--- src/rtl/cpu_pkg.sv ---
// Shared definitions for the 8-bit Harvard CPU control path.
// Contents: opcode encodings, fetch sequencer state enum,
//           branch-kind enum latched between opcode and operand, ALU-op helper.
package cpu_pkg;

  localparam int unsigned DATA_W = 8;

  localparam logic [DATA_W-1:0] OP_NOP  = 8'h00;
  localparam logic [DATA_W-1:0] OP_JMP  = 8'hC0;
  localparam logic [DATA_W-1:0] OP_JZ   = 8'hC1;
  localparam logic [DATA_W-1:0] OP_JC   = 8'hC2;
  localparam logic [DATA_W-1:0] OP_CALL = 8'hC8;
  localparam logic [DATA_W-1:0] OP_RET  = 8'hC9;
  localparam logic [DATA_W-1:0] OP_HALT = 8'hFF;

  typedef enum logic [1:0] {
    ST_IDLE    = 2'd0,
    ST_FETCH   = 2'd1,
    ST_OPERAND = 2'd2,
    ST_HALTED  = 2'd3
  } seq_state_e;

  typedef enum logic [1:0] {
    BR_JMP  = 2'd0,
    BR_JZ   = 2'd1,
    BR_JC   = 2'd2,
    BR_CALL = 2'd3
  } br_kind_e;

  // Any opcode without a control-flow meaning goes to execute.
  function automatic logic is_alu_op(input logic [DATA_W-1:0] op);
    return !(op inside {OP_NOP, OP_JMP, OP_JZ, OP_JC, OP_CALL, OP_RET, OP_HALT});
  endfunction

endpackage

--- src/rtl/fetch_sequencer_if.sv ---
// Fetch sequencer bus: instruction-memory read data, execute-stage
// handshake and flags, and program-counter enables / load value.
// master: the sequencer (drives PC enables and instruction issue).
// slave : the environment (PC, instruction memory, execute stage).
interface fetch_sequencer_if;
  import cpu_pkg::*;

  logic [DATA_W-1:0] imem_data;
  logic              instr_ready;
  logic              exec_idle;
  logic              flag_z;
  logic              flag_c;

  logic              inc_en;
  logic              jmp_en;
  logic              call_en;
  logic              ret_en;
  logic [DATA_W-1:0] ld_count;
  logic              instr_valid;
  logic [DATA_W-1:0] instr_data;

  modport master (
    input  imem_data, instr_ready, exec_idle, flag_z, flag_c,
    output inc_en, jmp_en, call_en, ret_en, ld_count, instr_valid, instr_data
  );

  modport slave (
    output imem_data, instr_ready, exec_idle, flag_z, flag_c,
    input  inc_en, jmp_en, call_en, ret_en, ld_count, instr_valid, instr_data
  );

endinterface

--- src/rtl/fetch_stall_counter.sv ---
// Saturating count of fetch stall cycles; clears only on reset.
// Ports: clk, rst_n (async active-low), i_stall (count this cycle),
//        o_count (registered count, STALL_CNT_W bits).
module fetch_stall_counter #(
  parameter int unsigned STALL_CNT_W = 16
) (
  input  logic                   clk,
  input  logic                   rst_n,
  input  logic                   i_stall,
  output logic [STALL_CNT_W-1:0] o_count
);

  logic [STALL_CNT_W-1:0] r_count;

  // Increment, holding at all-ones
  always_ff @(posedge clk or negedge rst_n) begin
    if (!rst_n) begin
      r_count <= '0;
    end else if (i_stall && (r_count != '1)) begin
      r_count <= r_count + STALL_CNT_W'(1);
    end
  end

  assign o_count = r_count;

endmodule

--- src/rtl/fetch_sequencer.sv ---
// Fetch/branch sequencer: decodes the opcode/operand byte at the current PC,
// drives one-cycle PC enables (Mealy) and issues ALU ops to execute.
// Ports: clk, rst_n (async active-low), run (start, sampled in IDLE),
//        bus (fetch_sequencer_if.master), halted (state is HALTED),
//        stall_cycles (only when FETCH_SEQ_STALL_CNT_EN is defined).
// Macro: FETCH_SEQ_STALL_CNT_EN adds the saturating stall-cycle counter.
module fetch_sequencer
  import cpu_pkg::*;
#(
  parameter int unsigned STALL_CNT_W = 16
) (
  input  logic                    clk,
  input  logic                    rst_n,
  input  logic                    run,
  fetch_sequencer_if.master       bus,
  output logic                    halted
`ifdef FETCH_SEQ_STALL_CNT_EN
  ,
  output logic [STALL_CNT_W-1:0]  stall_cycles
`endif
);

  seq_state_e r_state;
  seq_state_e w_state_nxt;
  br_kind_e   r_op;
  br_kind_e   w_op_nxt;
  logic       w_cond_flag;

  // State and branch-kind registers
  always_ff @(posedge clk or negedge rst_n) begin
    if (!rst_n) begin
      r_state <= ST_IDLE;
      r_op    <= BR_JMP;
    end else begin
      r_state <= w_state_nxt;
      r_op    <= w_op_nxt;
    end
  end

  assign w_cond_flag = (r_op == BR_JZ) ? bus.flag_z : bus.flag_c;

  // Next state and combinational PC enables / issue
  always_comb begin
    w_state_nxt     = r_state;
    w_op_nxt        = r_op;
    bus.inc_en      = 1'b0;
    bus.jmp_en      = 1'b0;
    bus.call_en     = 1'b0;
    bus.ret_en      = 1'b0;
    bus.ld_count    = '0;
    bus.instr_valid = 1'b0;
    bus.instr_data  = '0;

    unique case (r_state)
      ST_IDLE: begin
        if (run) begin
          w_state_nxt = ST_FETCH;
        end
      end

      ST_FETCH: begin
        case (bus.imem_data)
          OP_NOP: begin
            bus.inc_en = 1'b1;
          end
          OP_JMP: begin
            bus.inc_en  = 1'b1;
            w_op_nxt    = BR_JMP;
            w_state_nxt = ST_OPERAND;
          end
          OP_JZ: begin
            bus.inc_en  = 1'b1;
            w_op_nxt    = BR_JZ;
            w_state_nxt = ST_OPERAND;
          end
          OP_JC: begin
            bus.inc_en  = 1'b1;
            w_op_nxt    = BR_JC;
            w_state_nxt = ST_OPERAND;
          end
          OP_CALL: begin
            bus.inc_en  = 1'b1;
            w_op_nxt    = BR_CALL;
            w_state_nxt = ST_OPERAND;
          end
          OP_RET: begin
            bus.ret_en = 1'b1;
          end
          OP_HALT: begin
            w_state_nxt = ST_HALTED;
          end
          default: begin
            // PC holds while not ready, so valid/data stay stable
            bus.instr_valid = 1'b1;
            bus.instr_data  = bus.imem_data;
            bus.inc_en      = bus.instr_ready;
          end
        endcase
      end

      ST_OPERAND: begin
        bus.ld_count = bus.imem_data;
        unique case (r_op)
          BR_JMP: begin
            bus.jmp_en  = 1'b1;
            w_state_nxt = ST_FETCH;
          end
          BR_CALL: begin
            bus.call_en = 1'b1;
            w_state_nxt = ST_FETCH;
          end
          BR_JZ, BR_JC: begin
            // Flags are only final once execute has drained
            if (bus.exec_idle) begin
              bus.jmp_en  = w_cond_flag;
              bus.inc_en  = !w_cond_flag;
              w_state_nxt = ST_FETCH;
            end
          end
        endcase
      end

      ST_HALTED: begin
      end
    endcase
  end

  assign halted = (r_state == ST_HALTED);

`ifdef FETCH_SEQ_STALL_CNT_EN
  logic w_stall;

  assign w_stall = ((r_state == ST_FETCH) && is_alu_op(bus.imem_data) && !bus.instr_ready)
                || ((r_state == ST_OPERAND) && ((r_op == BR_JZ) || (r_op == BR_JC))
                    && !bus.exec_idle);

  fetch_stall_counter #(
    .STALL_CNT_W (STALL_CNT_W)
  ) u_stall_cnt (
    .clk     (clk),
    .rst_n   (rst_n),
    .i_stall (w_stall),
    .o_count (stall_cycles)
  );
`else
  // Width must be at least 1 even when the counter is absent
  if (STALL_CNT_W == 0) begin : g_bad_stall_w
  end
`endif

endmodule

--- src/flat_wrapper.sv ---
// flat-port wrapper written by rule: the top's interface ports become plain ports
module fetch_sequencer_flat import cpu_pkg::*;
#(
  parameter int unsigned STALL_CNT_W = 16
)
  (clk, rst_n, run, halted, bus_imem_data, bus_instr_ready, bus_exec_idle, bus_flag_z, bus_flag_c, bus_inc_en, bus_jmp_en, bus_call_en, bus_ret_en, bus_ld_count, bus_instr_valid, bus_instr_data);
  fetch_sequencer_if bus_i ();
  input  logic clk;
  input  logic rst_n;
  input  logic run;
  output logic halted;
  input wire logic [$bits(bus_i.imem_data)-1:0] bus_imem_data;
  input wire logic [$bits(bus_i.instr_ready)-1:0] bus_instr_ready;
  input wire logic [$bits(bus_i.exec_idle)-1:0] bus_exec_idle;
  input wire logic [$bits(bus_i.flag_z)-1:0] bus_flag_z;
  input wire logic [$bits(bus_i.flag_c)-1:0] bus_flag_c;
  output wire logic [$bits(bus_i.inc_en)-1:0] bus_inc_en;
  output wire logic [$bits(bus_i.jmp_en)-1:0] bus_jmp_en;
  output wire logic [$bits(bus_i.call_en)-1:0] bus_call_en;
  output wire logic [$bits(bus_i.ret_en)-1:0] bus_ret_en;
  output wire logic [$bits(bus_i.ld_count)-1:0] bus_ld_count;
  output wire logic [$bits(bus_i.instr_valid)-1:0] bus_instr_valid;
  output wire logic [$bits(bus_i.instr_data)-1:0] bus_instr_data;
  assign bus_i.imem_data = bus_imem_data;
  assign bus_i.instr_ready = bus_instr_ready;
  assign bus_i.exec_idle = bus_exec_idle;
  assign bus_i.flag_z = bus_flag_z;
  assign bus_i.flag_c = bus_flag_c;
  assign bus_inc_en = bus_i.inc_en;
  assign bus_jmp_en = bus_i.jmp_en;
  assign bus_call_en = bus_i.call_en;
  assign bus_ret_en = bus_i.ret_en;
  assign bus_ld_count = bus_i.ld_count;
  assign bus_instr_valid = bus_i.instr_valid;
  assign bus_instr_data = bus_i.instr_data;
  fetch_sequencer #(.STALL_CNT_W(STALL_CNT_W)) u_core (.clk(clk), .rst_n(rst_n), .run(run), .bus(bus_i), .halted(halted));
endmodule
--- config.mk ---
export PLATFORM = sky130hd
export DESIGN_NAME = fetch_sequencer_flat
export DESIGN_NICKNAME = d
export VERILOG_FILES = /design/src/rtl/cpu_pkg.sv /design/src/rtl/fetch_sequencer_if.sv /design/src/rtl/fetch_stall_counter.sv /design/src/rtl/fetch_sequencer.sv /design/src/flat_wrapper.sv
export SDC_FILE = /design/constraint.sdc
export NUM_CORES = 1
export LEC_CHECK = 0
export BUFFER_PORTS_ARGS = -buffer_cell sky130_fd_sc_hd__clkbuf_2
export CAP_MARGIN = 20
export CORE_MARGIN = 1.5
export CORE_UTILIZATION = 30
export CTS_CLUSTER_SIZE = 16
export DETAILED_ROUTE_END_ITERATION = 8
export SLEW_MARGIN = 25
export SYNTH_ARGS = -nofsm -noshare
export SYNTH_HDL_FRONTEND = slang
export SYNTH_SLANG_ARGS = --single-unit
--- constraint.sdc ---
create_clock -name clk -period 3.1 [get_ports clk]
set_input_delay 0.31 -clock clk [delete_from_list [all_inputs] [get_ports clk]]
set_output_delay 0.31 -clock clk [all_outputs]
set_load 0.02 [all_outputs]
==> out/results.ini <==
[run_status]
outcome=finished clean

[cells_and_area]
layout_commonest_cell=clkbuf_2
final_nets=137
antennaDiodeCount=0
drive_gt1_share_pct=41.4
syn2layout_area_growth_pct=40.3
final_cell_mix=clkbuf_2 (36), and2_1 (15), ha_1 (9), a21oi_1 (7), inv_1 (6)
final_area_um2=845
fin_util_pct=43.9

[timing]
finalHoldViolations=0
fmax_ghz=0.462
fin_crit_ns=2.17
skew_ns=0.00378
worst_pin_slew_ns=0.456
rsz0062_at_grt=no
hold_slack_ns=0.394
finalCritPeriodShare_pct=69.9
finalSetupViolations=0
finalMaxSlewViolations=0
setup_tns_ns=0
maxSlewHeadroom_pct=69.6

[pwr]
p_per_area_nw_per_um2=173
ir_worst_vdd_mv=0.148
total_power_uw=146
p_leak_nw=0.432

[routing]
avgViaCountPerCell=4.75
dr.pass1.iters=2
post_drt_wl_per_cell_um=11.2
drtIter0Drc=1
drc_errors=0
num_vias=656
wl_um=1540
drtAntennaViolNets=0

[placed_design]
place_area_um2=812
dp_hpwl_um=1280
place_congestion=0.757
portBuffers=36

[hold_path]
hp-class=input pin to register

[setup_path]
cpMostUsedCell=inv_1
cp_max_fo=8
critPathLaunchType=register
path_buf_inv=3
cpMaxStageDelayCell=dfrtp_1
cpPeakStageDelay_ns=0.40
crit_chain=inv_1, ha_1, inv_1, a2111oi_4, and2_1, clkbuf_2
critPathKind=register to output port
cp-end-kind=output port
crit_arrival_ns=1.86
cp_top_family=flip-flops
worst_ep_required_time_ns=2.79

[cts]
cts_buffer_depth=2
h-tree-depth=1
insertion_delay_ns=0.25
cts.sink_count=4
cts_made_buffers=3
post_cts_buffers=0
cts_tree=done
cts_root_buf=clkbuf_4
clkTransAtPathRegs_ns=0.04

[logic_synthesis]
ys.flop_type=dfrtp_1
synth_area_um2=602
yosys_warnings=0
synthCells=72
synth_edf_count=0
ys_seq_elements=4
synth_cell_types=28
syn_nets=96
ys_seq_area_share_pct=16.6
syn_area_per_cell_um2=8.36
async_flop_share_pct=100

[die]
ioPinCount=37
die_w_um=47.8
die-area_um2=2280
start_util_pct=31.3
fp.coreArea_um2=1920
chipHeight_um=47.8
rows=16

[global_routing]
grt_pass1_wl_um=2470
grt_max_degree=13
overflow=0
grt_usage_pct=16.2
grt_pass1_vias=618
antenna_found_initial=0

[flow_run]
maxCapViolations=0

synthesized netlist by cell type (2+ instances only):
library cell	count	area [um2]
a21o_1	2	15.0
a21oi_1	7	35.0
a221oi_1	2	17.5
and2_1	15	93.8
dfrtp_1	4	100
ha_1	9	113
inv_1	6	22.5
nand2_1	2	7.51
nand4_1	3	18.8
nor2_1	3	11.3
o21ai_0	2	10.0
tightest hold or removal path, cell delays in order:
cell,delay [ns]
clkbuf_2,0.13
nor2_1,0.09
a21oi_1,0.07
kinds of logic after synthesis:
logic type,count (synthesis),synth area share [%]
adders and majority gates,9,18.7
muxes,1,1.87
buffers and inverters,7,4.37
and+or+nand+nor,32,34.1
DFF,4,16.6
AOI/OAI and AO/OA,19,24.3
timing repair:
action / CTS / global route
gates resized for setup: 0 / 0
hold endpoints to repair: 4 / 0
hold buffers: 1 / 0
flip-flops by register name, summed over array words and instances, names as in the netlist:
name and count:
u_core.r_state 2, u_core.r_op 2
per-layer routing:
layer	share of wire [%]	track usage, %	wire length, um	up-vias
li1	-	-	-	339
met1	41	15.2	635	300
met3	5.1	7.92	78	4
met5	0	0	0	-
met4	1.9	8.11	29	0
met2	52	29.1	797	13
power by group:
group | internal, mW | switching, mW
sequential | 0.0525 | 0
combinational | 0.0108 | 0.0150
clock | 0.0434 | 0.0242
total | 0.107 | 0.0392
through the flow:
step                      std cells  setup WS, ns
after floorplan                  72          1.26
after global placement          134          1.03
after detailed placement        134          1.01
after CTS                       138         0.928
after global routing            138         0.809
final                           138         0.934
layout make-up:
class | instances | area (um2)
sequential | 4 | 100
tap | 27 | 33.8
fill | 204 | 1080
clock buffer | 3 | 22.5
timing repair buffer | 37 | 190
multi-input combinational | 61 | 475
inverter | 6 | 22.5
path summary, 6_finish.rpt:
path | startpoint | endpoint | slack, ns | depth (start not counted)
worst min register to register | u_core.r_op[1] | u_core.r_op[1] | 0.58 | 2
max in group asynchronous | rst_n | u_core.r_state[0] | 2.57 | 2
worst max-delay path | u_core.r_state[1] | bus_instr_data[5] | 0.93 | 6
worst max register to register | u_core.r_op[0] | u_core.r_state[1] | 1.33 | 6
min in group asynchronous | rst_n | u_core.r_op[1] | 0.40 | 2
worst min-delay path | bus_imem_data[3] | u_core.r_op[0] | 0.39 | 3
Note: power is estimated with default switching activity, not from simulation.
